**src/rtl/sdp_x_x_triosy_pkg.sv**
```systemverilog
// Shared definitions for the SDP multiplier-shift config / triosy completion controller.
//   - ctrl_state_e : controller FSM states (2-bit encoding)
//   - SHIFT_W_DEF  : default width of the multiplier shift-value field
//   - CNT_W_DEF    : default width of the pending-completion counter
package sdp_x_x_triosy_pkg;

  localparam int unsigned SHIFT_W_DEF = 6;
  localparam int unsigned CNT_W_DEF   = 2;

  typedef enum logic [1:0] {
    StIdle   = 2'd0,
    StActive = 2'd1,
    StDone   = 2'd2
  } ctrl_state_e;

endpackage

```
**src/rtl/sdp_x_x_triosy_pend_cnt.sv**
```systemverilog
// Saturating pending-completion counter with sticky overflow flag.
// Ports:
//   clk_i    - clock, rising edge
//   rst_ni   - synchronous active-low reset
//   inc_i    - one new pending transaction
//   dec_i    - one transaction completed
//   cnt_o    - current pending count
//   ovf_o    - sticky: an increment arrived while the counter was full
module sdp_x_x_triosy_pend_cnt #(
  parameter int unsigned CNT_W = 2
) (
  input  logic             clk_i,
  input  logic             rst_ni,
  input  logic             inc_i,
  input  logic             dec_i,
  output logic [CNT_W-1:0] cnt_o,
  output logic             ovf_o
);

  localparam logic [CNT_W-1:0] CntMax = '1;

  logic [CNT_W-1:0] cnt_d, cnt_q;
  logic             ovf_d, ovf_q;

  always_comb begin
    cnt_d = cnt_q;
    ovf_d = ovf_q;
    // Simultaneous inc and dec cancel out.
    if (inc_i && !dec_i) begin
      if (cnt_q == CntMax) begin
        ovf_d = 1'b1;
      end else begin
        cnt_d = cnt_q + 1'b1;
      end
    end else if (dec_i && !inc_i && (cnt_q != '0)) begin
      cnt_d = cnt_q - 1'b1;
    end
  end

  always_ff @(posedge clk_i) begin
    if (!rst_ni) begin
      cnt_q <= '0;
      ovf_q <= 1'b0;
    end else begin
      cnt_q <= cnt_d;
      ovf_q <= ovf_d;
    end
  end

  assign cnt_o = cnt_q;
  assign ovf_o = ovf_q;

endmodule

```
**src/rtl/sdp_x_x_cfg_mul_shift_triosy_ctrl.sv**
```systemverilog
// Holds the SDP multiplier shift value for the core datapath and tracks triosy completions.
// Ports:
//   nvdla_core_clk / nvdla_core_rstn     - clock, synchronous active-low reset
//   cfg_vld / cfg_rdy / cfg_mul_shift_value_in - config handshake and offered value
//   cfg_mul_shift_value_out / _vld       - held value and its valid flag
//   core_wen / core_wten                 - core stage enable / stall
//   oswt                                 - core request for one triosy transaction
//   obj_bawt                             - downstream transaction-available flag
//   obj_biwt / obj_bdwt                  - input-wait / done-wait strobes to downstream
//   triosy_lz                            - completion pulse to the triosy object
//   ovf_err                              - sticky pending-counter overflow
module sdp_x_x_cfg_mul_shift_triosy_ctrl
  import sdp_x_x_triosy_pkg::*;
#(
  parameter int unsigned SHIFT_W = SHIFT_W_DEF,
  parameter int unsigned CNT_W   = CNT_W_DEF
) (
  input  logic               nvdla_core_clk,
  input  logic               nvdla_core_rstn,
  input  logic               cfg_vld,
  output logic               cfg_rdy,
  input  logic [SHIFT_W-1:0] cfg_mul_shift_value_in,
  output logic [SHIFT_W-1:0] cfg_mul_shift_value_out,
  output logic               cfg_mul_shift_value_vld,
  input  logic               core_wen,
  input  logic               core_wten,
  input  logic               oswt,
  input  logic               obj_bawt,
  output logic               obj_biwt,
  output logic               obj_bdwt,
  output logic               triosy_lz,
  output logic               ovf_err
);

  ctrl_state_e        state_d, state_q;
  logic [SHIFT_W-1:0] held_d, held_q;
  logic [CNT_W-1:0]   pend_cnt;
  logic               in_done;
  logic               pend_inc;
  logic               accept;

  assign in_done  = (state_q == StDone);
  assign pend_inc = oswt && (state_q != StIdle);
  assign accept   = in_done && obj_bawt && core_wen;

  sdp_x_x_triosy_pend_cnt #(
    .CNT_W (CNT_W)
  ) u_pend_cnt (
    .clk_i  (nvdla_core_clk),
    .rst_ni (nvdla_core_rstn),
    .inc_i  (pend_inc),
    .dec_i  (accept),
    .cnt_o  (pend_cnt),
    .ovf_o  (ovf_err)
  );

  always_comb begin
    state_d = state_q;
    held_d  = held_q;
    unique case (state_q)
      StIdle: begin
        if (cfg_vld) begin
          held_d  = cfg_mul_shift_value_in;
          state_d = StActive;
        end
      end
      StActive: begin
        if (pend_cnt != '0) begin
          state_d = StDone;
        end
      end
      StDone: begin
        // Last outstanding completion drains; held value is kept for the next user.
        if (accept && !pend_inc && (pend_cnt == CNT_W'(1))) begin
          state_d = StIdle;
        end
      end
      default: state_d = StIdle;
    endcase
  end

  always_ff @(posedge nvdla_core_clk) begin
    if (!nvdla_core_rstn) begin
      state_q <= StIdle;
      held_q  <= '0;
    end else begin
      state_q <= state_d;
      held_q  <= held_d;
    end
  end

  assign cfg_rdy                 = (state_q == StIdle);
  assign cfg_mul_shift_value_vld = (state_q != StIdle);
  assign cfg_mul_shift_value_out = held_q;
  assign obj_biwt                = in_done && core_wen;
  assign obj_bdwt                = in_done && core_wten;
  assign triosy_lz               = accept;

endmodule
```
**config.mk**
```make
export PLATFORM = sky130hd
export DESIGN_NAME = sdp_x_x_cfg_mul_shift_triosy_ctrl
export DESIGN_NICKNAME = d
export VERILOG_FILES = /design/src/rtl/sdp_x_x_triosy_pkg.sv /design/src/rtl/sdp_x_x_triosy_pend_cnt.sv /design/src/rtl/sdp_x_x_cfg_mul_shift_triosy_ctrl.sv
export SDC_FILE = /design/constraint.sdc
export NUM_CORES = 1
export LEC_CHECK = 0
export ABC_AREA = 1
export BUFFER_PORTS_ARGS = -buffer_cell sky130_fd_sc_hd__buf_2
export CORE_MARGIN = 2
export CORE_UTILIZATION = 25
export CTS_CLUSTER_DIAMETER = 40
export DETAILED_ROUTE_END_ITERATION = 8
export PLACE_DENSITY_LB_ADDON = 0.3
export SLEW_MARGIN = 20
export SYNTH_ARGS = -nofsm -noshare
export SYNTH_HDL_FRONTEND = slang
export SYNTH_SLANG_ARGS = --single-unit
```
**constraint.sdc**
```tcl
create_clock -name nvdla_core_clk -period 1.8 [get_ports nvdla_core_clk]
set_input_delay 0.27 -clock nvdla_core_clk [delete_from_list [all_inputs] [get_ports nvdla_core_clk]]
set_output_delay 0.27 -clock nvdla_core_clk [all_outputs]
set_load 0.005 [all_outputs]
```
== Word-level counts from Yosys, hierarchy flattened ==
Index checks and enable logic that the tools add are counted.
Storage, ports and cells
  register bits after elaboration: 11
  bits in latches: 0
  memory bits (writable): 0
  memory bits (read-only): 0
  memories: 0
Operators by class
  add/sub/neg operators: 2
  multipliers: 0
  divide/modulo/power cells: 0
  $lt $le $gt $ge: 0
  equality and inequality tests: 8
  shift-type cells: 0
  mux-type cells: 7
  bitwise operators: 0
  reduce and logical (&&, ||, !) cells: 19
Operators with widths (count)
  $mux 2: 6
  $logic_and 1x1->1: 9
  $ne 2x2->1 const B: 3
  $pmux 2 s3: 1
  $reduce_and 2->1: 3
  $reduce_bool 2->1: 3
  $eq 2x1->1 const B: 2
  $eq 2x2->1 const B: 2
  $reduce_and 3->1: 1
  $add 2x1->2 const B: 1
  $logic_not 1->1: 2
  $logic_not 2->1: 1
  $ne 2x1->1 const B: 1
  $sub 2x1->2 const B: 1

== Depth between registers and ports, before layout ==
Gate-level depths: netlist (run 1).
  depth in word-level cells: 7
  gate-level depth with buffers: 8
  mapped depth without buffers: 8

== By module ==
A second synthesis (run 1) with hierarchy kept.
Unflattened totals
  cell total of the unflattened synthesis: 73
  area, all modules: 518.0 µm²
By module, submodules not included
  sdp_x_x_cfg_mul_shift_triosy_ctrl: instances 1, cells an instance 52, area an instance 371.6 µm²
  sdp_x_x_triosy_pend_cnt: instances 1, cells an instance 21, area an instance 146.4 µm²

== Least setup slack after synthesis (run 1) ==
Ideal clock, no wire load.
  kind: reg2reg
  start: register u_pend_cnt.cnt_q[0], in the netlist u_pend_cnt.cnt_o[0]
  end: register u_pend_cnt.cnt_q[1], in the netlist u_pend_cnt.cnt_o[1]
  arrival time: 0.999 ns
  data required time: 1.687 ns
  path slack: 0.689 ns
  cell stages (with the launch flop): 9
  clock period less this slack: 1.111 ns
  path through: dfxtp_1 inv_1 ha_1 inv_1 nand3_1 nand2_1 nand2_1 nand2_1 nor2_1
On the way
  cells in the longest elaborated chain, start to end: 4
  elaborated cells between the ends (all ways): 11
  classes of those cells: add/sub (2); eq/ne (2); mux (3); reduce/logical (4)
Ends and longest elaborated chain
  start: declaration: line sdp_x_x_triosy_pend_cnt.sv:22  | logic [CNT_W-1:0] cnt_d, cnt_q;
  start signal: assignment: line sdp_x_x_triosy_pend_cnt.sv:45  | cnt_q <= cnt_d;
  branches (longest 4 deep; another with $sub 2x1->2)
Parallel ways; which one is timed is not known. The select of a mux whose other input is x is not followed.
A chain may end at the register's enable or synchronous reset.

== Worst setup path after layout (run 1) ==
  start: register state_q[1]
  end: output port triosy_lz
On the way
  cells in the longest elaborated chain, start to end: 3
Ends and longest elaborated chain
  start: declaration: line sdp_x_x_cfg_mul_shift_triosy_ctrl.sv:35  | ctrl_state_e state_d, state_q;
  start signal: assignment: line sdp_x_x_cfg_mul_shift_triosy_ctrl.sv:84  | state_q <= StIdle;
  start signal: assignment: line sdp_x_x_cfg_mul_shift_triosy_ctrl.sv:87  | state_q <= state_d;
  $eq 2x2->1: line sdp_x_x_cfg_mul_shift_triosy_ctrl.sv:42  | assign in_done = (state_q == StDone);
  $logic_and 1x1->1 (2 in series): line sdp_x_x_cfg_mul_shift_triosy_ctrl.sv:44  | assign accept = in_done && obj_bawt && core_wen;
  end: declaration: line sdp_x_x_cfg_mul_shift_triosy_ctrl.sv:31  | output logic triosy_lz,
Every way passes these cells.

==> summary.txt, run 1 <==
Run status
  • Status: complete, no violations

Clock network
  • Cts hold-fix bufs: 0
  • H-tree levels: 1
  • Post_cts resized: 0
  • TritonCTS Buffers: 3
  • Setup bufs post-CTS: 0
  • Clock root cell: clkbuf_4
  • CTS sink cnt: 11
  • CTS tree: built
  • Reg clk slew, reported paths: 70 ps
  • Clock Latency Late Sink: between 200 and 300 ps
  • Clock Path Buffers: 2

Route
  • Initial DRC count: 15
  • Router iterations before antenna repair: 4
  • Vias: about 540
  • Routed WL: approximately 1.1 mm
  • DR vias/cell: 4.12
  • Avg WL per Cell: approximately 8.5 um
  • DRC viols: 0
  • Routed Antenna Nets: 0

Synthesis
  • Ys flop type: dfxtp_1
  • Post-synth ARST share: 0%
  • Post-Syn Nets: 92
  • Register bit total from synthesis: 11
  • Ys Warns: 0
  • Most numerous cell in the Yosys netlist: nor2_1
  • Post-synthesis sequential area ratio: 39.1%
  • Post-synth top cells: 16 x nor2_1, 12 x inv_1, 11 x dfxtp_1, 9 x nand2_1
  • Synth area leader: dfxtp_1
  • Post-synth EDFFs: 0
  • Post-synth cell types: 15
  • Mapped cell area: 563 um^2
  • Synth top area cells: dfxtp_1 39%, nor2_1 11%, inv_1 8.0%, ha_1 6.7%, nand2_1 6.0%
  • Share of the synthesized area in the top cell type: 39.1%
  • Synthesized netlist cell count: 76
  • Syn Area/Cell: 7.41 um^2

GRT
  • First-pass GRT wire length: ~2.0 mm
  • Pin count of the biggest net entering global routing: 10
  • All-Layer GR Usage: 9.81%
  • Number of global-route vias before repair: about 480
  • Antenna violations before repair: 0
  • GRT Residual Overflow: 0

Min path
  • Worst Hold Class: input pin to register

Timing
  • Max Freq: 701 MHz
  • Hold Fails Final Rpt: 0
  • Setup TNS: 0 ps
  • RSZ-0062 raised after global routing: no
  • Slew at the pin with the worst max-slew slack: 275 ps
  • Max-slew violation count: 0
  • Slew headroom: 81.7%
  • Skew final: 1.70 ps
  • Period utilisation layout: 79.3%
  • Final worst setup slack: roughly 370 ps
  • Final Setup Violations: 0
  • Min Tclk post-route: 1430 ps

Power
  • Pint: 411 uW
  • Cell area power density: 784 mW/mm^2
  • Total power: ~580 uW
  • Gate power share: 23.2%
  • Sw Pwr: around 170 uW
  • Sw Ratio: 29.6%
  • Reg power frac: 48.7%
  • Power share of the clock group: 28.1%
  • Leak Pwr: 0.385 nW
  • IR drop worst, VDD: just under 400 uV

Placement
  • Pre-CTS setup slack: 606 ps
  • Placer Congestion: 0.676
  • DP HPWL: 933 um
  • Cell count after placement: 128
  • I/O Buffers: 24

Setup path
  • Critical Path Max Stage Delay: 480 ps
  • Crit path kind: register to primary output
  • CP Launch Type: register
  • Crit. End Element: primary output
  • CP Cell Sequence: nand3_2, nor2_4, buf_2
  • Slowest CP cell: dfxtp_1
  • Crit-path leading delay family: flip-flops
  • Worst EP arrival: roughly 1200 ps
  • Crit Path Max Fanout: 6
  • CP required: 1530 ps
  • Worst path bufs/invs: 1
  • Worst R2R Setup Slack: 610 ps

Die
  • Chip Width: 51.5 um
  • Die area: approximately 0.0026 mm^2
  • Std-Cell Rows: 17
  • Starting Density: 26.0%
  • Boundary Pins: 25
  • DIE HEIGHT: 51.5 um
  • Core Area: 0.00217 mm^2

Layout
  • FILL cells: 250
  • Post-route insts no fill: 132
  • Share of post-route cells with drive strength above 1: 34.6%
  • Nets@finish: 121
  • Area Overhead vs Synth: 32.2%
  • Antenna cell count: 0

Flow run
  • Max-cap violations: 0
==> worst paths after layout <==
check / from / to / depth (start not counted)
max reg2reg: u_pend_cnt.cnt_o[0] / u_pend_cnt.cnt_o[1] / 8
min reg2reg: u_pend_cnt.ovf_o / u_pend_cnt.ovf_o / 2
min: cfg_mul_shift_value_in[3] / cfg_mul_shift_value_out[3] / 3
max: state_q[1] / triosy_lz / 3
==> placed cells by master, fill, tap and decap left out <==
| cell | instances |
|---|---|
| inv_2 | 1 |
| nor2_1 | 16 |
| inv_1 | 12 |
| nor2_4 | 3 |
| nand4_2 | 1 |
| nand3b_1 | 1 |
| clkbuf_1 | 1 |
| buf_2 | 24 |
| nand2_2 | 1 |
| nand2_1 | 9 |
| nand3_1 | 6 |
| dfxtp_1 | 11 |
| a21oi_1 | 3 |
| clkbuf_4 | 3 |
| o21ai_0 | 6 |
| nand3_2 | 2 |
| ha_1 | 3 |
| and3_2 | 1 |
==> routing by layer <==
layer  wire length [um]  up-vias  part of all wire (%)  track usage [%]
met1                555      228                    50             12.1
met2                460       22                    41             15.0
met5                  0        -                     0                0
li1                   -      294                     -                -
met3                105        0                   9.4             2.34
met4                  0        0                     0             6.58
==> worst register-to-register path, delay by kind of cell (launching register included) <==
kind	cells	cell delay, ps
flops	1	400
simple gates	5	280
fa+ha+maj	1	300
buf+inv	2	120
==> registers in the layout (all words and copies together), names as in the netlist <==
register	flops
u_pend_cnt.ovf_o	1
state_q	2
u_pend_cnt.cnt_o	2
cfg_mul_shift_value_out	6
==> power by group through the flow <==
stage               registers [mW]  logic [mW]  clock network, mW
global placement             0.291       0.137                  0
floorplan                    0.290      0.0850                  0
detailed placement           0.291       0.138                  0
global route                 0.289       0.158              0.188
finish                       0.285       0.135              0.164
CTS                          0.285       0.139              0.174
==> cell type report <==
class                           count  area [um^2]  area share [%]
Tap cell                           28         35.0            4.71
Timing Repair Buffer               24          120            16.1
Sequential cell                    11          220            29.6
Clock buffer                        4         26.3            3.53
Multi-Input combinational cell     52          294            39.5
Inverter                           13         48.8            6.55
==> stage by stage <==
stage          cell area [um^2]  hold slack (ps)  util (%)
6_report                    744              260      34.3
5_1_grt                     744              261      34.3
4_1_cts                     744              254      34.3
3_5_place_dp                718              449      33.1
3_3_place_gp                718              444      33.1
2_1_floorplan               563              390         -
==> cells by family (layout without fill, tap and decap cells) <==
logic type	after synthesis	in the layout	synth area share, %
flip-flops	11	11	39.1
adder cells (fa/ha/maj)	3	3	6.67
AND/OR/NAND/NOR	40	40	37.6
AO/OA/AOI/OAI	9	9	8.00
buffers and inverters	13	41	8.67
(Power assumes the default switching activity.)
==> run 2: changes to the inputs <==
--- a/config.mk
+++ b/config.mk
@@ -5,7 +5,7 @@
 export SDC_FILE = /design/constraint.sdc
 export NUM_CORES = 1
 export LEC_CHECK = 0
-export ABC_AREA = 1
+export ABC_AREA = 0
 export BUFFER_PORTS_ARGS = -buffer_cell sky130_fd_sc_hd__buf_2
 export CORE_MARGIN = 2
 export CORE_UTILIZATION = 25
==> constraint.sdc (replaced) <==
create_clock -name nvdla_core_clk -period 1.28 [get_ports nvdla_core_clk]
set_input_delay 0.192 -clock nvdla_core_clk [delete_from_list [all_inputs] [get_ports nvdla_core_clk]]
set_output_delay 0.192 -clock nvdla_core_clk [all_outputs]
set_load 0.005 [all_outputs]
==> run 2 against run 1 <==
- global-route usage decreased by 0.85 points
- final area up 4.5%
- flip-flop and latch count unchanged
- power is 30% higher
- highest routed layer is now met4
- clock skew up 4.6 ps
==> summary.txt, run 2 <==
Clock network
  • H-tree levels: 1 (unchanged)
  • Reg clk slew, reported paths: 70 ps (about the same)
  • Clock root cell: clkbuf_4
  • Cts hold-fix bufs: 0 (unchanged)
  • TritonCTS Buffers: 3 (unchanged)
  • CTS tree: built
  • Clock Path Buffers: 2 (unchanged)
  • Clock Latency Late Sink: 260 ps (about the same)
  • CTS sink cnt: 11 (unchanged)

Power
  • Cell area power density: 979 mW/mm^2 (+25%)
  • Leak Pwr: 0.370 nW (-4.0%)
  • IR drop worst, VDD: 424 uV (+7.2%)

Synthesis
  • Mapped cell area: 574 um^2 (+2.0%)
  • Ys Warns: 0 (unchanged)
  • Ys flop type: dfxtp_1
  • Synth top area cells: dfxtp_1 38%, mux2i_1 14%, nor2b_1 8.7%, ha_1 6.5%, nand4b_1 4.6%
  • Post-synthesis sequential area ratio: 38.3% (-0.77 points)
  • Post-synth ARST share: 0% (unchanged)
  • Post-synth top cells: 11 x dfxtp_1, 8 x mux2i_1, 8 x nor2b_1, 4 x a21oi_1
  • Post-Syn Nets: 76 (-17%)
  • Synthesized netlist cell count: 60 (-21%)
  • Syn Area/Cell: 9.57 um^2 (+29%)
  • Synth area leader: dfxtp_1
  • Register bit total from synthesis: 11 (unchanged)
  • Share of the synthesized area in the top cell type: 38.3% (-0.77 points)
  • Post-synth EDFFs: 0 (unchanged)
  • Post-synth cell types: 22 (+7)
  • Most numerous cell in the Yosys netlist: dfxtp_1

GRT
  • Antenna violations before repair: 0 (unchanged)
  • All-Layer GR Usage: 8.96% (-0.85 points)
  • GRT Residual Overflow: 0 (unchanged)
  • Pin count of the biggest net entering global routing: 15 (+5)
  • First-pass GRT wire length: 1.75 mm (-11%)
  • Number of global-route vias before repair: 410 (-15%)

Placement
  • DP HPWL: 909 um (-2.6%)
  • Cell count after placement: 110 (-14%)
  • Pre-CTS setup slack: 41.6 ps (-564 ps)
  • Area after DPL: 711 um^2 (-1.0%)
  • Placer Congestion: 0.814 (+21%)
  • I/O Buffers: 24 (unchanged)

Timing
  • Min Tclk post-route: 1230 ps
  • Slew at the pin with the worst max-slew slack: 214 ps (-61.0 ps)
  • Setup TNS: 0 ps (unchanged)
  • Final Setup Violations: 0 (unchanged)
  • Hold Fails Final Rpt: 0 (unchanged)
  • Final worst setup slack: 54.5 ps (-319 ps)
  • Slew headroom: 85.8% (+4.1 points)
  • Max-slew violation count: 0 (unchanged)
  • Max Freq: 816 MHz
  • Period utilisation layout: 95.7%
  • Skew final: 6.28 ps (+4.58 ps)
  • Final hold slack: 195 ps (-64.3 ps)
  • RSZ-0062 raised after global routing: yes

Layout
  • Nets@finish: 106 (-12%)
  • Most frequent cells in the layout: 24 x buf_2, 9 x dfxtp_1, 8 x mux2i_1, 7 x nor2b_1
  • Max reg flops: 6 (unchanged)
  • Post-route insts no fill: 117 (-11%)
  • Post-Layout Inst Area: 778 um^2 (+4.5%)
  • Area Overhead vs Synth: 35.5%
  • Commonest non-fill, non-tap cell in the layout: buf_2
  • Antenna cell count: 0 (unchanged)
  • Share of post-route cells with drive strength above 1: 43.8% (+9.2 points)

Die
  • Chip Width: 51.9 um (+0.92%)
  • Boundary Pins: 25 (unchanged)
  • Die area: 0.00270 mm^2 (+1.9%)
  • DIE HEIGHT: 51.9 um (+0.92%)
  • Core Area: 0.00219 mm^2 (+0.98%)
  • Std-Cell Rows: 17 (unchanged)
  • Starting Density: 26.2% (+0.26 points)

Setup path
  • CP required: 1430 ps (-100 ps)
  • Worst EP arrival: 1370 ps (+210 ps)
  • Crit. End Element: register
  • Crit Path Max Fanout: 6 (unchanged)
  • Crit path kind: register to register
  • CP Launch Type: register

Run status
  • Status: complete, no violations

Route
  • DRC viols: 0 (unchanged)
  • Avg WL per Cell: 9.74 um (+15%)
  • Routed Antenna Nets: 0 (unchanged)
  • Routed WL: 1.14 mm (+1.6%)
  • Initial DRC count: 3 (-12)
  • DR vias/cell: 4.21 (+2.2%)
  • Router iterations before antenna repair: 2 (-2)
  • Vias: 493 (-9.4%)

Min path
  • Worst Hold Class: input pin to register

Flow run
  • Max-cap violations: 0 (unchanged)
[run 2: cell types whose count changed after synthesis, sizes merged, moves of 3 or more]
cell	before	now
nor2b	0	8
o21ai	6	0
nand4b	0	3
nor2	19	1
inv	13	4
mux2i	0	8
and2	0	3
nand2	10	3
nand3	8	3
[run 2: layer usage]
metal	routed length (um)	share of wire, %	up-vias	global-route usage, %
met1	538	47	215	10.7
met4	19	1.7	0	6.58
met5	0	0	-	0
met3	63	5.5	2	2.01
met2	518	45	14	13.9
li1	-	-	262	-
[run 2: where the power goes]
| part | switching, mW | internal (mW) | total (mW) | leakage [nW] |
|---|---|---|---|---|
| clock network | 0.106 | 0.120 | 0.226 | 0.0150 |
| logic | 0.0691 | 0.0850 | 0.154 | 0.264 |
| registers | 0.0174 | 0.364 | 0.381 | 0.0911 |
[run 2: path summary, 6_finish.rpt]
kind | start | endpoint | slack [ps] | cells past startpoint
setup / recovery | state_q[1] | cfg_mul_shift_value_out[5] | 50 | 5
hold / removal | cfg_mul_shift_value_in[3] | cfg_mul_shift_value_out[3] | 200 | 3
setup reg to reg | state_q[1] | cfg_mul_shift_value_out[5] | 50 | 5
hold reg to reg | u_pend_cnt.ovf_o | u_pend_cnt.ovf_o | 460 | 1
[run 2: worst max-delay path, stage by stage, from the launching register on]
cell     delay (ps)
dfxtp_4         360
or2_4           250
inv_2            50
and2_4          190
mux2i_1         200
nor2b_1          60
[run 2: logic make-up (layout without fill, tap and decap cells)]
group / after synthesis / in the layout / synth area share, %
adder cells (fa/ha/maj): 3 / 3 / 6.54
buffers and inverters: 6 / 35 / 5.88
multiplexers: 8 / 8 / 13.9
AND/OR/NAND/NOR: 26 / 26 / 28.8
flip-flops: 11 / 11 / 38.3
AO/OA/AOI/OAI: 6 / 6 / 6.54
[run 2: what timing repair did]
item	in CTS	in global routing
pin swaps	0	1
hold endpoints to repair	0	0
setup buffers	1	2
gates resized for setup	2	5
gates cloned	0	0
setup endpoints to repair	3	10
[run 2: final cells by class]
cell class	count	area, um^2
fill	236	1410
multi-input combinational	43	334
sequential	11	225
timing repair buffer	27	143
tap	28	35.0
clock buffer	4	26.3
inverter	4	15.0
[run 2: through the flow]
step,utilization (%),power [mW]
floorplan,-,0.486
global placement,32.4,0.534
detailed placement,32.4,0.536
CTS,34.2,0.776
global route,35.5,0.815
finish,35.5,0.762
==> run 3: changes to the inputs <==
--- a/config.mk
+++ b/config.mk
@@ -7,6 +7,7 @@
 export LEC_CHECK = 0
 export ABC_AREA = 0
 export BUFFER_PORTS_ARGS = -buffer_cell sky130_fd_sc_hd__buf_2
+export CORE_ASPECT_RATIO = 0.9
 export CORE_MARGIN = 2
 export CORE_UTILIZATION = 25
 export CTS_CLUSTER_DIAMETER = 40
==> run 3 against run 2 <==
- clock skew is 4.4 ps lower
- global-route usage down 0.095 points
- hold slack worse by 4.8 ps
- routed wire length about the same
- register-to-register slack about the same
- non-clock buffer count down 2
- sequential power about the same
- power is 0.59% lower
==> summary.txt, run 3 (same netlist as run 2, synthesis figures left out) <==
Setup path
  • Crit. End Element: primary output
  • CP Launch Type: register
  • Crit Path Max Fanout: 5 (-1)
  • Worst EP arrival: 1060 ps (-310 ps)
  • Crit. Startpoint: state_q[0]
  • Crit path kind: register to primary output
  • Worst r2r src: state_q[1]
  • CP required: 1090 ps (-340 ps)

Run status
  • Status: complete, no violations

Clock network
  • TritonCTS Buffers: 3 (unchanged)
  • Clock root cell: clkbuf_4
  • CTS sink cnt: 11 (unchanged)
  • Clock Latency Late Sink: 260 ps (about the same)
  • Reg clk slew, reported paths: 60 ps (about the same)
  • CTS tree: built
  • H-tree levels: 1 (unchanged)
  • Clock Path Buffers: 2 (unchanged)

Power
  • IR drop worst, VDD: 698 uV (+65%)
  • Leak Pwr: 0.359 nW (-3.0%)
  • Cell area power density: 991 mW/mm^2 (+1.2%)

Layout
  • Commonest non-fill, non-tap cell in the layout: buf_2
  • Reg area: 226 um^2 (+0.56%)
  • FILL cells: 237 (+0.42%)
  • Multi-input logic area: 335 um^2 (+0.37%)
  • Antenna cell count: 0 (unchanged)
  • Most frequent cells in the layout: 24 x buf_2, 8 x mux2i_1, 8 x dfxtp_1, 7 x nor2b_1
  • Nets@finish: 104 (-1.9%)
  • Max reg flops: 6 (unchanged)
  • Fin util: 35.0% (-0.49 points)
  • Share of post-route cells with drive strength above 1: 44.8% (+1.0 points)
  • Area Overhead vs Synth: 33.1%

Timing
  • Final Setup Violations: 0 (unchanged)
  • Max-slew violation count: 0 (unchanged)
  • Period utilisation layout: 97.8% (+2.0 points)
  • RSZ-0062 raised after global routing: yes
  • Slew at the pin with the worst max-slew slack: 225 ps (+11.3 ps)
  • Min Tclk post-route: 1250 ps (+26.0 ps)
  • Skew final: 1.90 ps (-4.38 ps)
  • Max Freq: 799 MHz (-2.1%)
  • Slew headroom: 85.0% (-0.75 points)
  • Setup TNS: 0 ps (unchanged)
  • Hold Fails Final Rpt: 0 (unchanged)

Placement
  • I/O Buffers: 24 (unchanged)
  • Placer Congestion: 0.728 (-11%)
  • DP HPWL: 866 um (-4.8%)

Die
  • Core Area: 0.00218 mm^2 (-0.40%)
  • Die area: 0.00270 mm^2 (about the same)
  • DIE HEIGHT: 49.5 um (-4.7%)
  • Std-Cell Rows: 16 (-1)
  • Boundary Pins: 25 (unchanged)
  • Starting Density: 26.3% (+0.11 points)
  • Chip Width: 54.5 um (+5.0%)

GRT
  • All-Layer GR Usage: 8.86% (-0.095 points)
  • First-pass GRT wire length: 1.73 mm (-1.2%)
  • GRT Residual Overflow: 0 (unchanged)
  • Pin count of the biggest net entering global routing: 15 (unchanged)
  • Number of global-route vias before repair: 447 (+9.0%)
  • Antenna violations before repair: 0 (unchanged)

Route
  • Routed Antenna Nets: 0 (unchanged)
  • DR vias/cell: 4.39 (+4.1%)
  • Router iterations before antenna repair: 4 (+2)
  • Avg WL per Cell: 9.98 um (+2.5%)
  • Routed WL: 1.14 mm (about the same)
  • Vias: 500 (+1.4%)
  • DRC viols: 0 (unchanged)
  • Initial DRC count: 4 (+1)

Min path
  • Hold Startpoint: cfg_mul_shift_value_in[4]
  • Worst Hold Class: input pin to register

Flow run
  • Max-cap violations: 0 (unchanged)
[run 3: cell types whose count changed in the layout (fill, tap and decap cells not counted)]
cell and delta:
buf_4 -2, and4b_1 -1, and4b_2 +1, dfxtp_1 -1
dfxtp_2 +1
[run 3: cell type report]
| cell class | count | share of cell area [%] |
|---|---|---|
| inverter | 4 | 1.96 |
| tap | 27 | 4.42 |
| multi-input combinational | 43 | 43.9 |
| timing repair buffer | 25 | 16.7 |
| clock buffer | 4 | 3.44 |
| sequential | 11 | 29.6 |
[run 3: what timing repair did]
item,4_1_cts,5_1_grt
pin swaps,0,0
hold endpoints to repair,0,0
resized for setup,4,5
hold buffers,0,0
endpoints found under the setup margin,3,6
gates cloned,0,0
setup buffers,0,1
[run 3: per-layer routing]
layer  global-route usage [%]  up-vias  share of wire, %
li1                         -      258                 -
met1                     9.31      230                45
met2                     15.7       12                48
met3                     5.45        0               7.4
met4                        0        0                 0
met5                        0        -                 0
[run 3: where the power goes]
part / switching, mW / total [mW] / internal, mW
clock: 0.104 / 0.224 / 0.120
sequential: 0.0181 / 0.384 / 0.366
combinational: 0.0676 / 0.149 / 0.0818
[run 3: through the flow]
stage / cell area [um^2] / std cells / setup WS, ps / power [mW] / hold WS [ps]
6_report: 764 / 114 / 28.5 / 0.757 / 191
5_1_grt: 764 / 114 / -15.1 / 0.824 / 182
4_1_cts: 742 / 113 / 17.5 / 0.770 / 182
3_5_place_dp: 709 / 109 / 19.8 / 0.536 / 463
3_3_place_gp: 709 / 109 / 43.7 / 0.533 / 450
2_1_floorplan: 574 / 60 / 70.9 / 0.486 / 342
[run 3: critical path, stage by stage (launching register included)]
cell and delay [ps]:
dfxtp_4 370, and4b_2 310, buf_2 120
[run 3: path summary, 6_finish.rpt]
check                                     to  cells after the start  slack (ps)
setup / recovery                   triosy_lz                      2          30
hold / removal    cfg_mul_shift_value_out[4]                      3         190
setup reg to reg  cfg_mul_shift_value_out[1]                      5          60
hold reg to reg                   state_q[0]                      1         470
